File: src/rtl/i2s_pkg.sv
// Shared types and constants for the I2S transmit sequencer.
// Imported by the clock generator and the top-level controller.
package i2s_pkg;

  typedef enum logic [1:0] {
    IDLE,
    RUN,
    DRAIN
  } state_e;

  localparam int BITSIZE_DEF   = 16;
  localparam int SLOT_BITS_DEF = 32;
  localparam int BCLK_HALF_DEF = 2;
  localparam int UCNT_W_DEF    = 16;

  function automatic int clog2(input int v);
    int r;
    r = 0;
    while ((1 << r) < v) r++;
    return r;
  endfunction

endpackage

File: src/rtl/i2s_tx_ctrl_if.sv
// Upstream sample-pair handshake into the I2S transmit sequencer.
// The producer drives master, the controller takes slave.
interface i2s_tx_ctrl_if #(
  parameter int BITSIZE = 16
);
  logic               in_valid;
  logic               in_ready;
  logic [BITSIZE-1:0] in_left;
  logic [BITSIZE-1:0] in_right;

  modport master (
    output in_valid, in_left, in_right,
    input  in_ready
  );

  modport slave (
    input  in_valid, in_left, in_right,
    output in_ready
  );
endinterface

File: src/rtl/i2s_clkgen.sv
// bclk/lrclk generator: mclk divider, bit counter in the frame,
// and fall/frame strobes for the sequencer.
module i2s_clkgen
  import i2s_pkg::*;
#(
  parameter int SLOT_BITS = SLOT_BITS_DEF,
  parameter int BCLK_HALF = BCLK_HALF_DEF
) (
  input  logic mclk,
  input  logic resetn,
  input  logic en,
  input  logic drain,
  output logic bclk,
  output logic lrclk,
  output logic fall_tick,
  output logic frame_tick
);

  localparam int DW = (clog2(BCLK_HALF) < 1) ? 1 : clog2(BCLK_HALF);
  localparam int BW = clog2(2 * SLOT_BITS);

  localparam logic [DW-1:0] DIV_TC   = DW'(BCLK_HALF - 1);
  localparam logic [BW-1:0] BIT_LAST = BW'(2 * SLOT_BITS - 1);
  localparam logic [BW-1:0] LR_LO    = BW'(SLOT_BITS - 1);
  localparam logic [BW-1:0] LR_HI    = BW'(2 * SLOT_BITS - 2);

  logic [DW-1:0] div_q, div_d;
  logic [BW-1:0] bit_q, bit_d, bit_nxt;
  logic          bclk_q, bclk_d;
  logic          lr_q, lr_d;
  logic          first_q, first_d;
  logic          tc;

  always_comb begin
    tc         = (div_q == DIV_TC);
    fall_tick  = en && tc && bclk_q;
    // first falling edge after start always opens a frame
    bit_nxt    = (first_q || bit_q == BIT_LAST) ? '0 : bit_q + 1'b1;
    frame_tick = fall_tick && (bit_nxt == '0);
    div_d      = div_q;
    bit_d      = bit_q;
    bclk_d     = bclk_q;
    lr_d       = lr_q;
    first_d    = first_q;
    if (!en || (frame_tick && drain)) begin
      div_d   = '0;
      bit_d   = '0;
      bclk_d  = 1'b0;
      lr_d    = 1'b1;
      first_d = 1'b1;
    end else begin
      div_d = tc ? '0 : div_q + 1'b1;
      if (tc) bclk_d = ~bclk_q;
      if (fall_tick) begin
        bit_d   = bit_nxt;
        lr_d    = (bit_nxt >= LR_LO) && (bit_nxt <= LR_HI);
        first_d = 1'b0;
      end
    end
  end

  always_ff @(posedge mclk or negedge resetn) begin
    if (!resetn) begin
      div_q   <= '0;
      bit_q   <= '0;
      bclk_q  <= 1'b0;
      lr_q    <= 1'b1;
      first_q <= 1'b1;
    end else begin
      div_q   <= div_d;
      bit_q   <= bit_d;
      bclk_q  <= bclk_d;
      lr_q    <= lr_d;
      first_q <= first_d;
    end
  end

  assign bclk  = bclk_q;
  assign lrclk = lr_q;

endmodule

File: src/rtl/i2s_tx_ctrl.sv
// I2S transmit sequencer: run/drain FSM, one-frame sample buffer,
// frame-aligned word update and saturating underrun counter.
module i2s_tx_ctrl
  import i2s_pkg::*;
#(
  parameter int BITSIZE   = BITSIZE_DEF,
  parameter int SLOT_BITS = SLOT_BITS_DEF,
  parameter int BCLK_HALF = BCLK_HALF_DEF,
  parameter int UCNT_W    = UCNT_W_DEF
) (
  input  logic               mclk,
  input  logic               resetn,
  input  logic               confdone,
  i2s_tx_ctrl_if.slave       up,
  output logic               bclk,
  output logic               lrclk,
  output logic [BITSIZE-1:0] left_chan,
  output logic [BITSIZE-1:0] right_chan,
  output logic               frame_start,
  output logic [UCNT_W-1:0]  underrun_cnt
);

  state_e             state_q, state_d;
  logic               full_q, full_d;
  logic [BITSIZE-1:0] buf_l_q, buf_l_d;
  logic [BITSIZE-1:0] buf_r_q, buf_r_d;
  logic [BITSIZE-1:0] left_q, left_d;
  logic [BITSIZE-1:0] right_q, right_d;
  logic               fs_q, fs_d;
  logic [UCNT_W-1:0]  ucnt_q, ucnt_d;
  logic               rdy_q, rdy_d;
  logic               clk_en, clk_drain;
  logic               fall_tick, frame_tick;
  logic               frame_end, boundary, xfer;

  always_comb begin
    clk_en    = (state_q != IDLE);
    clk_drain = (state_q == DRAIN);
  end

  i2s_clkgen #(
    .SLOT_BITS (SLOT_BITS),
    .BCLK_HALF (BCLK_HALF)
  ) u_clkgen (
    .mclk       (mclk),
    .resetn     (resetn),
    .en         (clk_en),
    .drain      (clk_drain),
    .bclk       (bclk),
    .lrclk      (lrclk),
    .fall_tick  (fall_tick),
    .frame_tick (frame_tick)
  );

  always_comb begin
    state_d   = state_q;
    full_d    = full_q;
    buf_l_d   = buf_l_q;
    buf_r_d   = buf_r_q;
    left_d    = left_q;
    right_d   = right_q;
    ucnt_d    = ucnt_q;
    frame_end = fall_tick && frame_tick;
    boundary  = frame_end && (state_q == RUN);
    xfer      = up.in_valid && rdy_q;
    fs_d      = boundary;

    unique case (state_q)
      IDLE:    if (confdone) state_d = RUN;
      RUN:     if (!confdone) state_d = DRAIN;
      DRAIN:   if (frame_end) state_d = IDLE;
      default: state_d = IDLE;
    endcase

    if (xfer) begin
      buf_l_d = up.in_left;
      buf_r_d = up.in_right;
      full_d  = 1'b1;
    end

    if (boundary) begin
      if (full_q) begin
        left_d  = buf_l_q;
        right_d = buf_r_q;
        full_d  = 1'b0;
      end else begin
        left_d  = '0;
        right_d = '0;
        if (ucnt_q != '1) ucnt_d = ucnt_q + 1'b1;
      end
    end

    if (clk_drain && frame_end) begin
      full_d  = 1'b0;
      left_d  = '0;
      right_d = '0;
    end

    // held low through the boundary so a drained buffer reopens a cycle later
    rdy_d = (state_d == RUN) && !full_d && !boundary;
  end

  always_ff @(posedge mclk or negedge resetn) begin
    if (!resetn) begin
      state_q <= IDLE;
      full_q  <= 1'b0;
      buf_l_q <= '0;
      buf_r_q <= '0;
      left_q  <= '0;
      right_q <= '0;
      fs_q    <= 1'b0;
      ucnt_q  <= '0;
      rdy_q   <= 1'b0;
    end else begin
      state_q <= state_d;
      full_q  <= full_d;
      buf_l_q <= buf_l_d;
      buf_r_q <= buf_r_d;
      left_q  <= left_d;
      right_q <= right_d;
      fs_q    <= fs_d;
      ucnt_q  <= ucnt_d;
      rdy_q   <= rdy_d;
    end
  end

  assign up.in_ready   = rdy_q;
  assign left_chan     = left_q;
  assign right_chan    = right_q;
  assign frame_start   = fs_q;
  assign underrun_cnt  = ucnt_q;

endmodule

File: src/flat_wrapper.sv
// flat-port wrapper written by rule: the top's interface ports become plain ports
module i2s_tx_ctrl_flat import i2s_pkg::*;
#(
  parameter int BITSIZE   = BITSIZE_DEF,
  parameter int SLOT_BITS = SLOT_BITS_DEF,
  parameter int BCLK_HALF = BCLK_HALF_DEF,
  parameter int UCNT_W    = UCNT_W_DEF
)
  (mclk, resetn, confdone, bclk, lrclk, left_chan, right_chan, frame_start, underrun_cnt, up_in_valid, up_in_left, up_in_right, up_in_ready);
  i2s_tx_ctrl_if #(.BITSIZE(BITSIZE)) up_i ();
  input  logic mclk;
  input  logic resetn;
  input  logic confdone;
  output logic bclk;
  output logic lrclk;
  output logic [BITSIZE-1:0] left_chan;
  output logic [BITSIZE-1:0] right_chan;
  output logic frame_start;
  output logic [UCNT_W-1:0] underrun_cnt;
  input wire logic [$bits(up_i.in_valid)-1:0] up_in_valid;
  input wire logic [$bits(up_i.in_left)-1:0] up_in_left;
  input wire logic [$bits(up_i.in_right)-1:0] up_in_right;
  output wire logic [$bits(up_i.in_ready)-1:0] up_in_ready;
  assign up_i.in_valid = up_in_valid;
  assign up_i.in_left = up_in_left;
  assign up_i.in_right = up_in_right;
  assign up_in_ready = up_i.in_ready;
  i2s_tx_ctrl #(.BITSIZE(BITSIZE), .SLOT_BITS(SLOT_BITS), .BCLK_HALF(BCLK_HALF), .UCNT_W(UCNT_W)) u_core (.mclk(mclk), .resetn(resetn), .confdone(confdone), .up(up_i), .bclk(bclk), .lrclk(lrclk), .left_chan(left_chan), .right_chan(right_chan), .frame_start(frame_start), .underrun_cnt(underrun_cnt));
endmodule
File: config.mk
export PLATFORM = sky130hd
export DESIGN_NAME = i2s_tx_ctrl_flat
export DESIGN_NICKNAME = d
export VERILOG_FILES = /design/src/rtl/i2s_pkg.sv /design/src/rtl/i2s_tx_ctrl_if.sv /design/src/rtl/i2s_clkgen.sv /design/src/rtl/i2s_tx_ctrl.sv /design/src/flat_wrapper.sv
export SDC_FILE = /design/constraint.sdc
export NUM_CORES = 1
export LEC_CHECK = 0
export ABC_AREA = 1
export CORE_ASPECT_RATIO = 1.2
export CORE_MARGIN = 3
export CORE_UTILIZATION = 57
export CTS_BUF_LIST = sky130_fd_sc_hd__clkbuf_4 sky130_fd_sc_hd__clkbuf_8
export DETAILED_ROUTE_END_ITERATION = 16
export PLACE_DENSITY = 0.95
export SYNTH_ARGS = -nofsm -noshare
export SYNTH_HDL_FRONTEND = slang
export SYNTH_SLANG_ARGS = --single-unit
File: constraint.sdc
create_clock -name mclk -period 5 [get_ports mclk]
set_input_delay 1.25 -clock mclk [delete_from_list [all_inputs] [get_ports mclk]]
set_output_delay 1.25 -clock mclk [all_outputs]
set_load 0.03 [all_outputs]
* Word level (Yosys, flattened, before mapping)
Index checks and enable logic that the tools add are counted.
Storage, ports and cells: bits in registers 95, word-level logic and storage cells 74
Operators by class: $add $sub $neg 3, order comparisons 2, equality and inequality tests 5, muxes and demuxes 25, bitwise logic cells 2, reductions and logical operators 23
Operators by type and width (count):
- $mux W16 | 6
- $mux W6 | 3
- $add A16 B1 Y16 const B | 1
- $ne A16 B16 Y1 const B | 1
- $mux W1 | 12
- $logic_and A1 B1 Y1 | 11
- $reduce_bool A2 Y1 | 4
- $add A6 B1 Y6 const B | 1
- $eq A6 B6 Y1 const B | 1
- $ge A6 B5 Y1 const B | 1
- $le A6 B6 Y1 const B | 1
- $logic_not A6 Y1 | 1
- $mux W2 | 3
- $pmux W2 S3 | 1
- $eq A2 B1 Y1 const B | 2
- $logic_not A1 Y1 | 3
- $reduce_and A3 Y1 | 1
- $eq A2 B2 Y1 const B | 1
- $logic_not A2 Y1 | 1
- $logic_or A1 B1 Y1 | 2
- $not A1 Y1 | 2
- $add A1 B1 Y1 const B | 1

* Depth between registers and ports, before layout
Gate-level depths: netlist (run 1).
depth after elaboration 12, mapped depth 13

* By module
A second synthesis (run 1) with hierarchy kept.
Second synthesis, totals: cell total of the unflattened synthesis 476, area, all modules 4416.7 sq um
By module, submodules not included:
- i2s_tx_ctrl | times used 1, cells each 380, area each 3713.6 sq um, sequential area each 2127.0 sq um
- i2s_clkgen | times used 1, cells each 96, area each 703.2 sq um, sequential area each 252.7 sq um

* Worst setup path after synthesis (run 1)
OpenSTA, ideal clock, no wires.
path type input-to-reg, from in up_in_valid, to reg u_core.buf_l_q[10], library setup time 0.125 ns, data arrival time 2.098 ns, required time 4.875 ns, setup slack 2.777 ns, cell stages on the path 3, cells stage by stage nand2_1 -> buf_1 -> mux2_2
Between the ends: cells in the longest elaborated chain, start to end 1
RTL lines:
- start: declaration | line flat_wrapper.sv:20 | input wire logic [$bits(up_i.in_valid)-1:0] up_in_valid;
- $logic_and A1 B1 Y1 | line i2s_tx_ctrl.sv:65 | xfer = up.in_valid && rdy_q;
- end signal: assignment | line i2s_tx_ctrl.sv:117 | buf_l_q <= buf_l_d;
- end: declaration | line i2s_tx_ctrl.sv:25 | logic [BITSIZE-1:0] buf_l_q, buf_l_d;
Every way passes these cells. A chain may end at the register's enable or synchronous reset.

* Worst setup path in the final report (run 1)
from reg u_core.u_clkgen.lr_q (netlist: u_core.u_clkgen.lrclk), to out lrclk
RTL lines:
- start: declaration | line i2s_clkgen.sv:30 | logic lr_q, lr_d;
- start signal: assignment | line i2s_clkgen.sv:73 | lr_q <= lr_d;
- end: declaration | line flat_wrapper.sv:15 | output logic lrclk;
No word-level cell between the ends.

==> impl_metrics.env, run 1 <==
export IMPL_setup_violations=0
export IMPL_final_cells=620
export IMPL_totalWireLength_mm=9.25
export IMPL_yosysWarnings=0
export IMPL_ys_seq_elements=95
export IMPL_dp_hpwl_mm=6.38
export IMPL_die_w_um=84.4
export IMPL_synth_area_leaders="dfrtp_1 55%, nand2_1 14%, mux2_2 8.6%"
export IMPL_netlist_instances=439
export IMPL_ant_nets=0
export IMPL_route_detailed_drc=0
export IMPL_design_area_mm2=0.00537
export IMPL_cts_tree="yes"
export IMPL_fin_skew_ps=11.6
export IMPL_slew_viol_final=0
export IMPL_die_y_um=100
export IMPL_rsz0062_at_grt="no"
export IMPL_clock_latency_ps=360
export IMPL_cp_arrival_ps=1550
export IMPL_p_int_w=0.00182
export IMPL_synth_edf_count=0
export IMPL_hold_viol=0
export IMPL_place_congestion=0.904
export IMPL_start_util_pct=60.2
export IMPL_grt_max_degree=55
export IMPL_ys_seq_area_share_pct=56.7
export IMPL_crit_chain="clkdlybuf4s50_1"
export IMPL_switchingPower_w=0.000994
export IMPL_io_buffers=87
export IMPL_clk_pin_slew_worst_paths_ps=90
export IMPL_whs_ps=463
export IMPL_cts_htree_levels=3
export IMPL_synthesis_area_mm2=0.00420
export IMPL_crit_type="reg -> out"
export IMPL_r2r_start="u_core.u_clkgen.bit_q[1]"
export IMPL_antenna_found_initial=0
export IMPL_p_comb_share_pct=35.2
export IMPL_yosysTopAreaCell="dfrtp_1"
export IMPL_antenna_cells=0
export IMPL_min_path_type="reg -> reg"
export IMPL_cts_resized_gates=0
export IMPL_syn2layout_area_growth_pct=27.9
export IMPL_r2r_cells=11
export IMPL_yosysTopAreaCellShare_pct=55.4
export IMPL_synth_common_cells="162 x nand2_1, 93 x dfrtp_1, 32 x mux2_2"
export IMPL_rows=33
export IMPL_grt_usage_pct=22.9
export IMPL_cp_start_kind="flip-flop"
export IMPL_cts_root_buffer="clkbuf_8"
export IMPL_end_kind="primary output"
export IMPL_pwr_density_cell_mw_per_mm2=524
export IMPL_post_cts_repair_setup_buffers=0
export IMPL_routedWlPerCell_um=14.9
export IMPL_post_route_period_util_pct=55.9
export IMPL_p_leak_nw=2.57
export IMPL_r2r_end="u_core.right_chan[8]"
export IMPL_run_status="finished clean"
export IMPL_pwr_share_seq_pct=43.3
export IMPL_switching_share_pct=35.3
export IMPL_dp_cells=604
export IMPL_clock_path_buffers=2
export IMPL_vdd_drop_max_v=0.000375
export IMPL_ctsHoldBuffers=0
export IMPL_io_pins=88
export IMPL_yosysMostFrequentCell="nand2_1"
export IMPL_grt_pass1_wl_mm=15.4
export IMPL_hold_path_startpoint="u_core.u_clkgen.div_q"
export IMPL_tns_ps=0
export IMPL_final_nets=566
export IMPL_fin_crit_ps=2800
export IMPL_grt_overflow=0
export IMPL_syn_num_nets=477
export IMPL_cpPeakStageDelay_ps=660
export IMPL_syn_avg_cell_area_um2=9.56
export IMPL_crit_path_max_fanout=2
export IMPL_hold_depth=1
export IMPL_vias=3276
export IMPL_die_area_mm2=0.00844
export IMPL_clock_sinks=95
export IMPL_async_flop_share_pct=100
export IMPL_first_global_vias=3375
export IMPL_drive_gt1_share_pct=12.9
export IMPL_first_pass_iters=4
export IMPL_drt_iter0_drc=214
export IMPL_clkPwrFrac_pct=21.5
export IMPL_max_slew_margin_pct=43.0
export IMPL_critPathTopFamily="buffers and inverters"
export IMPL_ys_types=35
export IMPL_routed_via_density=5.28
export IMPL_cp_slowest_cell="clkdlybuf4s50_1"
export IMPL_min_to="u_core.u_clkgen.div_q"
export IMPL_tightestPinTransition_ps=854
export IMPL_clock_fmax_mhz=358
export IMPL_worstPathRequired_ps=3750
export IMPL_coreArea_mm2=0.00698
export IMPL_path_buf_inv=1
export IMPL_numCtsBuffers=9
export IMPL_rrSetupSlack_ps=2680
export IMPL_place_area_mm2=0.00512
export IMPL_max_cap_violations=0
export IMPL_utilization_pct=76.9
export IMPL_synth_flop_cell="dfrtp_1"
worst max path at each step:
stage | from | to | slack [ps] | depth (start not counted)
2_1_floorplan | up_in_valid | u_core.buf_l_q[10] | 2780 | 3
3_3_place_gp | up_in_valid | u_core.buf_r_q[7] | 2350 | 4
3_5_place_dp | up_in_valid | u_core.buf_r_q[1] | 2360 | 4
4_1_cts | u_core.u_clkgen.lrclk | lrclk | 2170 | 1
5_1_grt | u_core.underrun_cnt[2] | underrun_cnt[2] | 2130 | 1
6_report | u_core.u_clkgen.lrclk | lrclk | 2200 | 1
power by group through the flow:
| stage | logic [W] | clock network (W) | registers, W |
|---|---|---|---|
| 4_1_cts | 0.00100 | 0.000621 | 0.00122 |
| 6_report | 0.000990 | 0.000605 | 0.00122 |
| 3_5_place_dp | 0.000995 | 0 | 0.00123 |
| 3_3_place_gp | 0.000957 | 0 | 0.00121 |
| 2_1_floorplan | 0.000348 | 0 | 0.00145 |
| 5_1_grt | 0.00106 | 0.000655 | 0.00125 |
per-layer routing:
layer / vias up / GRT usage (%) / part of all wire, %
met5: - / 0 / 0
met4: 0 / 9.14 / 1.5
met3: 12 / 6.16 / 5.6
met2: 108 / 40.2 / 52
met1: 1578 / 27.0 / 41
li1: 1578 / - / -
through the flow:
stage               worst slack (ps)  power, W
finish                          2200   0.00282
global route                    2130   0.00297
detailed placement              2360   0.00222
floorplan                       2780   0.00180
CTS                             2170   0.00284
global placement                2350   0.00217
state kept, by name, summed over array words and instances (netlist names):
register	count
u_core.frame_start	1
u_core.up.in_ready	1
u_core.u_clkgen.first_q	1
u_core.underrun_cnt	16
u_core.state_q	2
u_core.full_q	1
u_core.u_clkgen.div_q	1
u_core.right_chan	16
u_core.u_clkgen.bit_q	6
u_core.u_clkgen.lrclk	1
u_core.u_clkgen.bclk	1
u_core.buf_r_q	16
u_core.left_chan	16
u_core.buf_l_q	16
area by class of cell:
| cell class | count | area (µm²) |
|---|---|---|
| Clock buffer | 10 | 131 |
| Tap cell | 87 | 109 |
| Inverter | 31 | 119 |
| Timing Repair Buffer | 90 | 891 |
| Fill cell | 468 | 1610 |
| Sequential cell | 95 | 2380 |
| Clock inverter | 6 | 115 |
| Multi-Input combinational cell | 301 | 1620 |
cells by family after synthesis:
group	synth area share (%)
multiplexers	8.58
AND/OR/NAND/NOR	24.1
flip-flops	56.7
adder cells (fa/ha/maj)	0.596
AO/OA/AOI/OAI	2.44
buffers and inverters	4.65
XOR/XNOR	2.92
layout by cell type, fill, tap and decap left out, types with 2 or more instances in the layout:
cell / Yosys / layout
ha_1: 2 / 2
bufinv_16: 0 / 3
clkdlybuf4s50_1: 0 / 86
inv_1: 29 / 29
dfrtp_1: 93 / 93
nand4_1: 4 / 4
inv_6: 0 / 2
dfstp_2: 2 / 2
nor2_4: 3 / 3
nand2_2: 3 / 3
nand3_1: 30 / 30
o21ai_0: 9 / 9
nand2_1: 162 / 162
mux2_2: 32 / 32
clkbuf_8: 0 / 9
nor3_1: 6 / 6
buf_4: 6 / 4
xnor2_1: 5 / 5
nor2_2: 2 / 2
xor2_1: 9 / 9
nor2_1: 22 / 22
Note: power is estimated with default switching activity, not from simulation.
==> inputs of run 2 (changes only) <==
Settings changed: CORE_UTILIZATION 57 to 48, PLACE_DENSITY 0.95 to 0.89.
Clock period 5 ns to 2.3 ns, I/O delays scaled along.
==> impl_metrics.env, run 2 (same netlist as run 1, synthesis figures left out) <==
export IMPL_run_status="finished clean"
export IMPL_cp_arrival_ps=1570
export IMPL_rows=36
export IMPL_first_global_vias=3389
export IMPL_critPathTopFamily="buffers and inverters"
export IMPL_syn2layout_area_growth_pct=29.3
export IMPL_routedWlPerCell_um=14.5
export IMPL_vdd_drop_max_v=0.000867
export IMPL_clock_latency_ps=370
export IMPL_antenna_found_initial=0
export IMPL_min_path_type="in -> async"
export IMPL_place_congestion=0.874
export IMPL_clock_sinks=95
export IMPL_crit_path_max_fanout=2
export IMPL_final_nets=570
export IMPL_end_kind="primary output"
export IMPL_tightestPinTransition_ps=533
export IMPL_totalWireLength_mm=9.41
export IMPL_final_common_cell="nand2_1"
export IMPL_tns_ps=0
export IMPL_design_area_mm2=0.00543
export IMPL_worstPathRequired_ps=1730
export IMPL_io_buffers=87
export IMPL_drt_iter0_drc=211
export IMPL_grt_max_degree=55
export IMPL_rsz0062_at_grt="no"
export IMPL_ant_nets=0
export IMPL_start_util_pct=50.4
export IMPL_crit_type="reg -> out"
export IMPL_max_cap_violations=0
export IMPL_vias=3312
export IMPL_grt_pass1_wl_mm=15.5
export IMPL_coreArea_mm2=0.00833
export IMPL_place_area_mm2=0.00522
export IMPL_crit_chain="clkdlybuf4s50_1"
export IMPL_drive_gt1_share_pct=13.6
export IMPL_cts_tree="yes"
export IMPL_dp_hpwl_mm=6.64
export IMPL_numCtsBuffers=9
export IMPL_fin_skew_ps=10.9
export IMPL_pwr_density_cell_mw_per_mm2=1100
export IMPL_grt_overflow=0
export IMPL_cts_root_buffer="clkbuf_8"
export IMPL_fin_crit_ps=2150
export IMPL_die_y_um=108
export IMPL_grt_busiest_layer="met2"
export IMPL_antenna_cells=0
export IMPL_path_buf_inv=1
export IMPL_cts_resized_gates=0
export IMPL_dp_cells=634
export IMPL_post_cts_repair_setup_buffers=0
export IMPL_cpPeakStageDelay_ps=660
export IMPL_clock_fmax_mhz=466
export IMPL_route_detailed_drc=0
export IMPL_io_pins=88
export IMPL_mostFrequentLayoutCells="162 x nand2_1, 93 x dfrtp_1, 86 x clkdlybuf4s50_1"
export IMPL_max_slew_margin_pct=64.1
export IMPL_clk_pin_slew_worst_paths_ps=90
export IMPL_p_leak_nw=2.58
export IMPL_post_route_period_util_pct=93.3
export IMPL_setup_violations=0
export IMPL_slew_viol_final=0
export IMPL_met1_usage_pct=22.3
export IMPL_total_power_w=0.00598
export IMPL_die_w_um=91.4
export IMPL_die_area_mm2=0.00991
export IMPL_ctsHoldBuffers=0
export IMPL_cp_slowest_cell="clkdlybuf4s50_1"
export IMPL_grtUsageMet2_pct=34.7
export IMPL_hold_viol=0
export IMPL_first_pass_iters=4
export IMPL_cp_start_kind="flip-flop"
export IMPL_routed_via_density=5.09
export IMPL_final_cells=651
export IMPL_grt_usage_pct=19.5
export IMPL_cts_htree_levels=3
export IMPL_grtUsageMet3_pct=5.43
export IMPL_clock_path_buffers=2
==> run 2: report_power, final <==
part           switching [W]  total [W]  internal, W
sequential          0.000374    0.00266      0.00228
combinational        0.00124    0.00221     0.000970
clock               0.000572    0.00112     0.000545
total                0.00218    0.00598      0.00380
==> run 2: final cells by class <==
cell class	count	area (µm²)
Clock buffer	11	145
Clock inverter	5	57.6
Multi-Input combinational cell	302	1640
Inverter	31	119
Tap cell	114	143
Timing Repair Buffer	93	951
Fill cell	645	2900
Sequential cell	95	2380
==> run 2: routing by layer <==
metal  up-vias  share of wire, %
met5         -                 0
met4         0               1.7
met3        13               5.5
met2        86                52
met1      1619                40
li1       1594                 -
==> run 2: worst paths after layout <==
kind | from | end | slack (ps) | depth (start not counted)
worst max-delay path | u_core.u_clkgen.lrclk | lrclk | 150 | 1
worst min-delay path | resetn | u_core.right_chan[1] | 70 | 1
worst max register to register | u_core.u_clkgen.bit_q[1] | u_core.right_chan[4] | 200 | 11
worst min register to register | u_core.buf_r_q[13] | u_core.right_chan[13] | 470 | 2
max in group asynchronous | resetn | u_core.u_clkgen.lrclk | 1640 | 2
min in group mclk | u_core.buf_r_q[13] | u_core.right_chan[13] | 470 | 2
==> run 2: through the flow <==
step | setup slack [ps] | util [%] | hold WS [ps]
2_1_floorplan | 390 | - | 279
3_3_place_gp | 134 | 62.6 | 437
3_5_place_dp | 23.3 | 62.6 | 459
4_1_cts | 21.0 | 65.0 | 62.9
5_1_grt | 1.61 | 65.2 | 73.8
6_report | 154 | 65.2 | 73.5
